[src/rtl/fc_trigger_sequencer.sv]
// Fast-control word generator for the PF link: multi-source L1A arbitration with deadtime and
// token-bucket limiting, per-source statistics, and a BX-scheduled command queue.
module fc_trigger_sequencer #(
  parameter int unsigned NUM_SRC   = 4,
  parameter int unsigned BX_W      = 12,
  parameter int unsigned CNT_W     = 16,
  parameter int unsigned VETO_W    = 12,
  parameter int unsigned TOK_W     = 4,
  parameter int unsigned WIN_W     = 16,
  parameter int unsigned CMD_DEPTH = 4,
  localparam int unsigned SRC_W    = (NUM_SRC > 1) ? $clog2(NUM_SRC) : 1
) (
  input  logic                     clk_bx,
  input  logic                     reset,
  input  logic [BX_W-1:0]          cfg_orb_length,
  input  logic [NUM_SRC-1:0]       cfg_src_enable,
  input  logic [VETO_W-1:0]        cfg_veto_len,
  input  logic [TOK_W-1:0]         cfg_burst_max,
  input  logic [WIN_W-1:0]         cfg_burst_window,
  input  logic [3:0]               cfg_calib_len,
  input  logic [NUM_SRC-1:0]       trig_in,
  input  logic                     counter_clear,
  input  logic                     cmd_valid,
  output logic                     cmd_ready,
  input  logic [1:0]               cmd_code,
  input  logic [BX_W-1:0]          cmd_bx,
  output logic [7:0]               fc_word,
  output logic [SRC_W-1:0]         l1a_src,
  output logic [BX_W-1:0]          bx_counter,
  output logic [31:0]              orbit_count,
  output logic [NUM_SRC*CNT_W-1:0] accepted_cnt,
  output logic [NUM_SRC*CNT_W-1:0] vetoed_cnt
);

  localparam int unsigned PTR_W  = (CMD_DEPTH > 1) ? $clog2(CMD_DEPTH) : 1;
  localparam int unsigned FILL_W = $clog2(CMD_DEPTH + 1);
  localparam logic [CNT_W-1:0] CntMax = '1;

  logic [BX_W-1:0]          bx_q, bx_d;
  logic [31:0]              orbit_q, orbit_d;
  logic [VETO_W-1:0]        dead_q, dead_d;
  logic [TOK_W-1:0]         tok_q, tok_d;
  logic [WIN_W-1:0]         rc_q, rc_d;
  logic [NUM_SRC*CNT_W-1:0] acc_q, acc_d, vet_q, vet_d;
  logic [SRC_W-1:0]         src_q, src_d;
  logic [3:0]               calib_q, calib_d;
  logic                     bcr_q, l1a_q, lrst_q, bclr_q, calib_out_q;
  logic                     ready_q, ready_d;
  logic [PTR_W-1:0]         rd_ptr_q, rd_ptr_d, wr_ptr_q, wr_ptr_d;
  logic [FILL_W-1:0]        fill_q, fill_d;
  logic [1:0]               fifo_code [CMD_DEPTH];
  logic [BX_W-1:0]          fifo_bx [CMD_DEPTH];

  logic [NUM_SRC-1:0] req, win_oh;
  logic [SRC_W-1:0]   win_idx;
  logic               found, accept, bx_wrap, refill, consume, push, pop;
  logic               acc_inc, vet_inc;
  logic [CNT_W-1:0]   acc_cur, vet_cur;
  logic [1:0]         head_code;
  logic [3:0]         calib_len_eff;

  // Lowest enabled requesting index wins
  always_comb begin
    req     = trig_in & cfg_src_enable;
    win_oh  = '0;
    win_idx = '0;
    found   = 1'b0;
    for (int i = 0; i < NUM_SRC; i++) begin
      if (req[i] && !found) begin
        found      = 1'b1;
        win_idx    = SRC_W'(i);
        win_oh[i]  = 1'b1;
      end
    end
    accept = found && (dead_q == '0) && ((cfg_burst_max == '0) || (tok_q != '0));
    src_d  = accept ? win_idx : src_q;
  end

  always_comb begin
    bx_wrap = (bx_q == cfg_orb_length - BX_W'(1));
    bx_d    = bx_wrap ? '0 : bx_q + BX_W'(1);
    if (counter_clear)  orbit_d = '0;
    else if (bx_wrap)   orbit_d = orbit_q + 32'd1;
    else                orbit_d = orbit_q;

    if (accept)              dead_d = cfg_veto_len;
    else if (dead_q != '0)   dead_d = dead_q - VETO_W'(1);
    else                     dead_d = '0;
  end

  // Token bucket: refill and consume in one cycle cancel; lowering the cap clamps next cycle
  always_comb begin
    refill  = (cfg_burst_window != '0) && (rc_q == cfg_burst_window - WIN_W'(1));
    rc_d    = ((cfg_burst_window == '0) || refill) ? '0 : rc_q + WIN_W'(1);
    consume = accept && (cfg_burst_max != '0);
    tok_d   = tok_q;
    if (refill && !consume && (tok_q < cfg_burst_max)) tok_d = tok_q + TOK_W'(1);
    else if (consume && !refill)                       tok_d = tok_q - TOK_W'(1);
    if (tok_d > cfg_burst_max) tok_d = cfg_burst_max;
  end

  always_comb begin
    acc_d   = acc_q;
    vet_d   = vet_q;
    acc_inc = 1'b0;
    vet_inc = 1'b0;
    acc_cur = '0;
    vet_cur = '0;
    for (int i = 0; i < NUM_SRC; i++) begin
      acc_inc = accept && win_oh[i];
      vet_inc = req[i] && !acc_inc;
      acc_cur = acc_q[i*CNT_W +: CNT_W];
      vet_cur = vet_q[i*CNT_W +: CNT_W];
      if (counter_clear) begin
        acc_d[i*CNT_W +: CNT_W] = '0;
        vet_d[i*CNT_W +: CNT_W] = '0;
      end else begin
        if (acc_inc && (acc_cur != CntMax)) acc_d[i*CNT_W +: CNT_W] = acc_cur + CNT_W'(1);
        if (vet_inc && (vet_cur != CntMax)) vet_d[i*CNT_W +: CNT_W] = vet_cur + CNT_W'(1);
      end
    end
  end

  // Command queue: only the head is compared; code 3 is acknowledged but never stored
  always_comb begin
    head_code = fifo_code[rd_ptr_q];
    pop       = (fill_q != '0) && (fifo_bx[rd_ptr_q] == bx_q);
    push      = cmd_valid && ready_q && (cmd_code != 2'd3);
    rd_ptr_d  = rd_ptr_q;
    wr_ptr_d  = wr_ptr_q;
    fill_d    = fill_q;
    if (pop) rd_ptr_d = (rd_ptr_q == PTR_W'(CMD_DEPTH - 1)) ? '0 : rd_ptr_q + PTR_W'(1);
    if (push) wr_ptr_d = (wr_ptr_q == PTR_W'(CMD_DEPTH - 1)) ? '0 : wr_ptr_q + PTR_W'(1);
    if (push && !pop)      fill_d = fill_q + FILL_W'(1);
    else if (pop && !push) fill_d = fill_q - FILL_W'(1);
    ready_d = (fill_d != FILL_W'(CMD_DEPTH));

    calib_len_eff = (cfg_calib_len == 4'd0) ? 4'd1 : cfg_calib_len;
    if (pop && (head_code == 2'd2)) calib_d = calib_len_eff;
    else if (calib_q != 4'd0)       calib_d = calib_q - 4'd1;
    else                            calib_d = 4'd0;
  end

  always_ff @(posedge clk_bx) begin
    if (push) begin
      fifo_code[wr_ptr_q] <= cmd_code;
      fifo_bx[wr_ptr_q]   <= cmd_bx;
    end
  end

  always_ff @(posedge clk_bx) begin
    if (reset) begin
      bx_q        <= '0;
      orbit_q     <= '0;
      dead_q      <= '0;
      tok_q       <= cfg_burst_max;
      rc_q        <= '0;
      acc_q       <= '0;
      vet_q       <= '0;
      src_q       <= '0;
      calib_q     <= '0;
      bcr_q       <= 1'b0;
      l1a_q       <= 1'b0;
      lrst_q      <= 1'b0;
      bclr_q      <= 1'b0;
      calib_out_q <= 1'b0;
      ready_q     <= 1'b1;
      rd_ptr_q    <= '0;
      wr_ptr_q    <= '0;
      fill_q      <= '0;
    end else begin
      bx_q        <= bx_d;
      orbit_q     <= orbit_d;
      dead_q      <= dead_d;
      tok_q       <= tok_d;
      rc_q        <= rc_d;
      acc_q       <= acc_d;
      vet_q       <= vet_d;
      src_q       <= src_d;
      calib_q     <= calib_d;
      bcr_q       <= (bx_q == '0);
      l1a_q       <= accept;
      lrst_q      <= pop && (head_code == 2'd0);
      bclr_q      <= pop && (head_code == 2'd1);
      calib_out_q <= (calib_d != 4'd0);
      ready_q     <= ready_d;
      rd_ptr_q    <= rd_ptr_d;
      wr_ptr_q    <= wr_ptr_d;
      fill_q      <= fill_d;
    end
  end

  assign fc_word      = {2'b00, calib_out_q, 1'b0, bclr_q, lrst_q, l1a_q, bcr_q};
  assign l1a_src      = src_q;
  assign bx_counter   = bx_q;
  assign orbit_count  = orbit_q;
  assign accepted_cnt = acc_q;
  assign vetoed_cnt   = vet_q;
  assign cmd_ready    = ready_q;

endmodule

[config.mk]
export PLATFORM = sky130hd
export DESIGN_NAME = fc_trigger_sequencer
export DESIGN_NICKNAME = d
export VERILOG_FILES = /design/src/rtl/fc_trigger_sequencer.sv
export SDC_FILE = /design/constraint.sdc
export NUM_CORES = 1
export LEC_CHECK = 0
export CAP_MARGIN = 20
export CORE_ASPECT_RATIO = 0.9
export CORE_MARGIN = 5
export CORE_UTILIZATION = 51
export DETAILED_ROUTE_END_ITERATION = 8
export GPL_ROUTABILITY_DRIVEN = 0
export PLACE_DENSITY = 0.77
export SLEW_MARGIN = 20
export SYNTH_ARGS = -nofsm -noshare
export SYNTH_HDL_FRONTEND = slang
export SYNTH_SLANG_ARGS = --single-unit
[constraint.sdc]
create_clock -name clk_bx -period 7.5 [get_ports clk_bx]
set_input_delay 2.25 -clock clk_bx [delete_from_list [all_inputs] [get_ports clk_bx]]
set_output_delay 2.25 -clock clk_bx [all_outputs]
set_load 0.1 [all_outputs]
==> impl_metrics.prom, run 1 <==
# TYPE chip_impl_metric gauge
chip_impl_metric{name="power_leakage",unit="nW"} 5.960
chip_impl_metric{name="final_net_count",unit=""} 1825
chip_impl_metric{name="post_cts.resized_instances",unit=""} 0
chip_impl_metric{name="synth_largest_type_area_fraction",unit=""} 0.3284
chip_impl_info{name="criticalPathCategory",value="primary input to flop"} 1
chip_impl_metric{name="synth_simple_gate_area_frac",unit=""} 0.2607
chip_impl_metric{name="synthAdderAreaFrac",unit=""} 0.03011
chip_impl_metric{name="tightest_slew",unit="ps"} 1099
chip_impl_metric{name="max-slew-margin-rel",unit=""} 0.2653
chip_impl_metric{name="cellPowerDensity",unit="mW/mm^2"} 212.7
chip_impl_metric{name="min_period_over_period",unit=""} 0.8812
chip_impl_metric{name="dieHeight",unit="um"} 165.6
chip_impl_metric{name="drv_cap",unit=""} 0
chip_impl_metric{name="std_cell_rows",unit=""} 57
chip_impl_info{name="critical_path.top_delay_family",value="simple AND/OR/NAND/NOR gates"} 1
chip_impl_metric{name="antenna_violating_nets_post_route",unit=""} 0
chip_impl_info{name="worst_setup_path_startpoint",value="cfg_burst_window[0]"} 1
chip_impl_metric{name="finalCriticalPeriod",unit="ps"} 6609
chip_impl_metric{name="dr_wl_cell",unit="um"} 16.68
chip_impl_metric{name="grt_overflow",unit=""} 0
chip_impl_metric{name="starting_utilization_of_the_core_area",unit=""} 0.5128
chip_impl_info{name="synthFlopType",value="sky130_fd_sc_hd__dfxtp_1"} 1
chip_impl_metric{name="io-pin-count",unit=""} 257
chip_impl_metric{name="placement.cell_area",unit="mm^2"} 0.01648
chip_impl_info{name="yosys.area.top_type",value="sky130_fd_sc_hd__dfxtp_1"} 1
chip_impl_metric{name="seq_area_frac_synth",unit=""} 0.4511
chip_impl_metric{name="grt_start_max_net_pins",unit=""} 73
chip_impl_metric{name="yosys_warnings",unit=""} 0
chip_impl_info{name="synth_top_cells_by_area",value="sky130_fd_sc_hd__dfxtp_1 33%, sky130_fd_sc_hd__edfxtp_1 12%, sky130_fd_sc_hd__xnor2_1 7.5%, sky130_fd_sc_hd__nor2_1 6.3%, sky130_fd_sc_hd__xor2_1 5.6%"} 1
chip_impl_metric{name="clk-insertion-delay-late",unit="ps"} 560
chip_impl_info{name="min_path_type",value="flop to flop"} 1
chip_impl_metric{name="post_synth_inst_count",unit=""} 1483
chip_impl_info{name="synth_top_family_by_area",value="simple AND/OR/NAND/NOR gates"} 1
chip_impl_metric{name="netlist-cell-type-count",unit=""} 86
chip_impl_metric{name="drive_above_1_share",unit=""} 0.06142
chip_impl_metric{name="fp.dieW",unit="um"} 182.9
chip_impl_info{name="layout_common_cells",value="253 x sky130_fd_sc_hd__clkdlybuf4s50_1, 231 x sky130_fd_sc_hd__nor2_1, 225 x sky130_fd_sc_hd__dfxtp_1"} 1
chip_impl_info{name="worst_setup_path_end_kind",value="flop"} 1
chip_impl_info{name="cts_tree",value="done"} 1
chip_impl_metric{name="place.port_buffers",unit=""} 253
chip_impl_info{name="final_common_cell",value="sky130_fd_sc_hd__clkdlybuf4s50_1"} 1
chip_impl_metric{name="cts_setup_buffers",unit=""} 0
chip_impl_metric{name="hold_bufs_inserted_after_cts",unit=""} 0
chip_impl_metric{name="timing.clock.skew",unit="ps"} 23.79
chip_impl_metric{name="crit_arrival",unit="ps"} 7040
chip_impl_metric{name="dr.pass1.iters",unit=""} 5
chip_impl_metric{name="worst-endpoint-required",unit="ps"} 7930
chip_impl_metric{name="yosys_register_bits",unit=""} 281
chip_impl_info{name="outcome",value="completed"} 1
chip_impl_info{name="cp_dominant_cell_by_count",value="sky130_fd_sc_hd__ha_1"} 1
chip_impl_metric{name="max_stage_delay",unit="ps"} 510
chip_impl_metric{name="initialDrtViolationCount",unit=""} 711
chip_impl_metric{name="setup-violations-final",unit=""} 0
chip_impl_metric{name="number_of_hold_violations_in_the_final_report",unit=""} 0
chip_impl_metric{name="post_synth_edffs",unit=""} 56
chip_impl_metric{name="async_flop_share",unit=""} 0
chip_impl_metric{name="h-tree-depth",unit=""} 1
chip_impl_metric{name="route.detailed.drc",unit=""} 0
chip_impl_info{name="timing.critical_path.cells",value="clkdlybuf4s50_1 -> inv_1 -> ha_1 -> nor4b_2 -> nand3_1 -> a211o_1 -> or4_4 -> a21o_1 -> o41ai_1 -> mux2i_1 -> or2_1 -> ha_1 -> nor2b_1 -> o21ai_0 -> nand2b_1 -> a21oi_1 -> a41oi_1 -> or2_2 -> and2_1 -> a31o_1"} 1
chip_impl_metric{name="cp.buffers_inverters",unit=""} 2
chip_impl_info{name="clock_tree.root_cell",value="sky130_fd_sc_hd__clkbuf_16"} 1
chip_impl_metric{name="vdd_ir_drop_max",unit="uV"} 166.1
chip_impl_metric{name="fin_setup_tns",unit="ps"} 0
chip_impl_info{name="unrepaired_setup_endpoints_after_global_routing",value="false"} 1
chip_impl_metric{name="max_clock_freq",unit="GHz"} 0.1513
chip_impl_metric{name="dpl.hpwl",unit="mm"} 25.32
chip_impl_metric{name="grtUsageTotal",unit=""} 0.2253
chip_impl_metric{name="vias",unit=""} 11410
chip_impl_info{name="setup.worst_path.start_class",value="primary input"} 1
chip_impl_metric{name="synth_compound_gate_area_share",unit=""} 0.06003
chip_impl_metric{name="slew_viols_final",unit=""} 0
chip_impl_info{name="hold_start",value="orbit_count[31]$_SDFFE_PP0P_"} 1
chip_impl_metric{name="grt_pass1_vias",unit=""} 11230
chip_impl_info{name="worst_r2r_startpoint",value="rc_q[12]$_SDFF_PP0_"} 1
chip_impl_metric{name="rrSetupSlack",unit="ps"} 3270
chip_impl_metric{name="core_region",unit="mm^2"} 0.02674
chip_impl_metric{name="path_clk_slew",unit="ps"} 60
chip_impl_metric{name="synth.cell_area",unit="mm^2"} 0.01371
chip_impl_metric{name="dieArea",unit="mm^2"} 0.03028
chip_impl_metric{name="avgViaCountPerCell",unit=""} 5.442
chip_impl_metric{name="clock_path_buffers",unit=""} 3
chip_impl_metric{name="synth_xor_area_frac",unit=""} 0.1316
chip_impl_metric{name="final_area",unit="mm^2"} 0.01754
chip_impl_info{name="critical-path-slowest-cell",value="sky130_fd_sc_hd__clkdlybuf4s50_1"} 1
chip_impl_metric{name="grt_first_pass_wirelength",unit="mm"} 57.17
chip_impl_metric{name="cts_made_buffers",unit=""} 30
chip_impl_metric{name="grt_antenna_before_repair",unit=""} 1
chip_impl_metric{name="syn_to_final_growth",unit="%"} 27.87
chip_impl_metric{name="worstPathMaxFanout",unit=""} 5
chip_impl_metric{name="post_synth_mux_area_share",unit=""} 0.03640
chip_impl_metric{name="antenna_cells",unit=""} 0
chip_impl_metric{name="clkSinkCount",unit=""} 281
chip_impl_metric{name="mapped_avg_cell_area",unit="um^2"} 9.248
chip_impl_metric{name="detail_route.wirelength",unit="mm"} 34.96
==> cell usage after synthesis, drive strengths merged (37+ instances only) <==
| cell | instances |
|---|---|
| nand4 | 40 |
| nor3 | 55 |
| inv | 38 |
| clkbuf | 44 |
| nand2 | 115 |
| and3 | 37 |
| o21ai | 40 |
| nand3 | 82 |
| edfxtp | 56 |
| dfxtp | 225 |
| xnor2 | 118 |
| nor2 | 232 |
| xor2 | 88 |
==> worst min-delay path, cell delays in order, from the launching register on <==
cell                      delay (ps)
sky130_fd_sc_hd__dfxtp_1         320
sky130_fd_sc_hd__nand2_1          50
sky130_fd_sc_hd__mux2i_1          60
==> sequential cells by signal (all words and copies together), names as in the netlist, named ones only <==
signal and flops:
accepted_cnt 64, bclr_q 1, bcr_q 1, bx_counter 12, calib_out_q 1, calib_q 4
cmd_ready 1, dead_q 12, fifo_bx 48, fifo_code 8, fill_q 3, l1a_q 1
l1a_src 2, lrst_q 1, orbit_count 32, rc_q 16, rd_ptr_q 2, tok_q 4
vetoed_cnt 64, wr_ptr_q 2
==> where the power goes <==
| part | switching, mW | internal, mW |
|---|---|---|
| combinational | 0.329 | 0.230 |
| sequential | 0.0531 | 1.60 |
| clock | 0.607 | 0.913 |
| total | 0.988 | 2.74 |
==> routing by layer <==
metal / vias up / GRT usage / routed length, um
met3: 63 / 0.04906 / 2308
met1: 5343 / 0.3020 / 15420
met4: 0 / 0.06161 / 894
met5: - / 0 / 0
li1: 5661 / - / -
met2: 339 / 0.3723 / 16330
==> kinds of logic (layout without fill, tap and decap cells) <==
family,Yosys count,in the layout
other cells,1,3
simple gates,706,706
buf+inv,97,354
compound gates,127,127
fa+ha+maj,33,33
xor+xnor,206,206
flops,281,281
mux,32,32
==> stage by stage <==
step | util | total power [mW] | cells | setup WS, ps | hold WS [ps]
3_5_place_dp | 0.6161 | 2.237 | 2039 | 390.0 | 470.5
4_1_cts | 0.6545 | 3.757 | 2095 | 947.5 | 479.7
6_report | 0.6557 | 3.731 | 2096 | 890.8 | 475.9
3_3_place_gp | 0.6161 | 2.213 | 2039 | 514.7 | 454.8
5_1_grt | 0.6557 | 3.894 | 2096 | 473.3 | 524.9
2_1_floorplan | - | 2.078 | 1485 | 1288 | 449.4
==> path summary, 6_finish.rpt <==
kind / end / cells after the start
worst max register to register: tok_q[0]$_DFF_P_ / 17
worst min register to register: orbit_count[31]$_SDFFE_PP0P_ / 2
worst min-delay path: orbit_count[31]$_SDFFE_PP0P_ / 2
worst max-delay path: tok_q[0]$_DFF_P_ / 20
==> layout make-up <==
cell class / count / area (um^2)
flip-flops and latches: 281 / 6186
clock inverters: 17 / 202.7
repair buffers: 260 / 2605
clock buffers: 39 / 824.5
well taps: 354 / 442.9
multi-input cells: 1107 / 7133
fillers: 2183 / 9208
inverters: 38 / 142.6
No activity file was read; power rests on OpenSTA's default activity.
==> inputs of run 2 (changes only) <==
Settings changed: ABC_CLOCK_PERIOD_IN_PS set to 7500, CTS_CLUSTER_DIAMETER set to 150.
==> results of run 2 <==
Same layout as run 1: the final DEF is identical, and so are final timing and power.
==> patch (settings of run 1) <==
Set the parameter `BX_W` to 6 (it was 12).
--- a/src/rtl/fc_trigger_sequencer.sv
+++ b/src/rtl/fc_trigger_sequencer.sv
@@ -3,5 +3,5 @@
 module fc_trigger_sequencer #(
   parameter int unsigned NUM_SRC   = 4,
-  parameter int unsigned BX_W      = 12,
+  parameter int unsigned BX_W      = 6,
   parameter int unsigned CNT_W     = 16,
   parameter int unsigned VETO_W    = 12,
Interface: changed (resized bx_counter, cfg_orb_length and cmd_bx); port bits go from 257 to 239. The function was not compared with the original's and may differ.
==> patch against run 1 <==
Sequential cell count fell by 30; clock power shrank 14%; total power decreased by 11%; wire length fell by 11%; hold slack improved by 0.022 ns; worst setup slack worse by 0.17 ns; design area is 11% lower; global-route usage decreased by 0.75 points; synthesized area fell by 11%; critical path type unchanged; highest routed layer unchanged.
==> patch: results <==
run_status:
  outcome: "finished, final reports clean"
global_routing:
  met1_usage: 0.2935
  grt_pass1_vias: 9819
  use_met2: 0.3562
  met3_usage: 0.04444
  antenna_found_initial: 0
  grt_pass1_wl_um: 50070
  grt_max_degree: 69
  track_usage: 0.2178
synthesis:
  synth_area_leaders: "dfxtp_1 36%, edfxtp_1 7.9%, xnor2_1 7.2%, xor2_1 7.1%, nor2_1 6.9%"
  ys_types: 71
  synth_commonest_cells: "225 x nor2_1, 219 x dfxtp_1, 109 x nand2_1, 100 x xnor2_1, 99 x xor2_1"
  synth-edff-count: 32
  synth-seq-area-share: 0.4391
placement:
  hpwl_um: 23210
  dp_slack_ns: 0.2366
  io_buffers: 235
  placed_area_mm2: 0.01471
detailed_routing:
  viasPerCell: 5.476
  wl_um: 31050
  drtIter0Drc: 729
timing:
  finalClockSkew_ns: 0.01101
  tightestPinTransition_ns: 1.087
clock_network:
  clock_latency_ns: 0.52
  cts_resized: 0
  cts_setup_buffers: 0
  numCtsBuffers: 26
layout:
  nNetsFinal: 1667
  drive_above_1_share: 0.05217
worst_setup_path:
  cp_max_fo: 7
  cp.arrival_ns: 7.17
  rr_startpoint: "dead_q[0]$_SDFF_PP0_"
  cpPeakStageDelay_ns: 0.63
  cp_slowest_cell: "or4b_2"
power:
  ir_drop_uv: 219.9
  p_leak_nw: 5.290
  p_sw_frac: 0.2701
hold_path:
  worstHoldStart: "accepted_cnt[26]$_SDFFE_PP0P_"
==> patch: final timing paths <==
check                                  end  slack, ns  depth (start not counted)
max reg2reg               tok_q[3]$_DFF_P_       2.93                         18
min          accepted_cnt[26]$_SDFFE_PP0P_       0.50                          2
max                       tok_q[3]$_DFF_P_       0.72                         20
min reg2reg  accepted_cnt[26]$_SDFFE_PP0P_       0.50                          2
==> patch: per-layer routing <==
metal	wire length (um)	share of wire
met5	0	0
met4	1006	0.032
met3	1983	0.064
met2	14280	0.46
met1	13790	0.44
==> patch: final cells by class <==
cell class | instances | area [um2]
Inverter | 44 | 165.2
Clock buffer | 36 | 739.5
Tap cell | 302 | 377.9
Timing Repair Buffer | 241 | 2397
Fill cell | 1901 | 7828
Sequential cell | 251 | 5345
Multi-Input combinational cell | 1008 | 6426
Clock inverter | 11 | 130.1
==> patch: metrics by stage <==
step | utilization | instances
after global routing | 0.6656 | 1893
after CTS | 0.6656 | 1893
final | 0.6656 | 1893
after global placement | 0.6285 | 1846
after detailed placement | 0.6285 | 1846
after floorplan | - | 1353
==> patch: power by group through the flow <==
| stage | logic [mW] | registers (mW) | clock network, mW |
|---|---|---|---|
| 2_1_floorplan | 0.358 | 1.53 | 0 |
| 3_3_place_gp | 0.518 | 1.50 | 0 |
| 3_5_place_dp | 0.533 | 1.51 | 0 |
| 4_1_cts | 0.537 | 1.48 | 1.34 |
| 5_1_grt | 0.596 | 1.48 | 1.39 |
| 6_report | 0.537 | 1.48 | 1.30 |
==> patch: tightest hold or removal path: stages, from the launching register on <==
cell     delay [ns]
dfxtp_1        0.32
o21ai_0        0.07
a21oi_1        0.06
==> patch: cells by family after synthesis <==
kind of cell	share of synthesized area
AOI/OAI and AO/OA	0.05798
xor gates and xnor gates	0.1432
adders and majority gates	0.03392
buffers and inverters	0.03372
DFF	0.4391
muxes	0.02724
other	0.0003081
and+or+nand+nor	0.2645
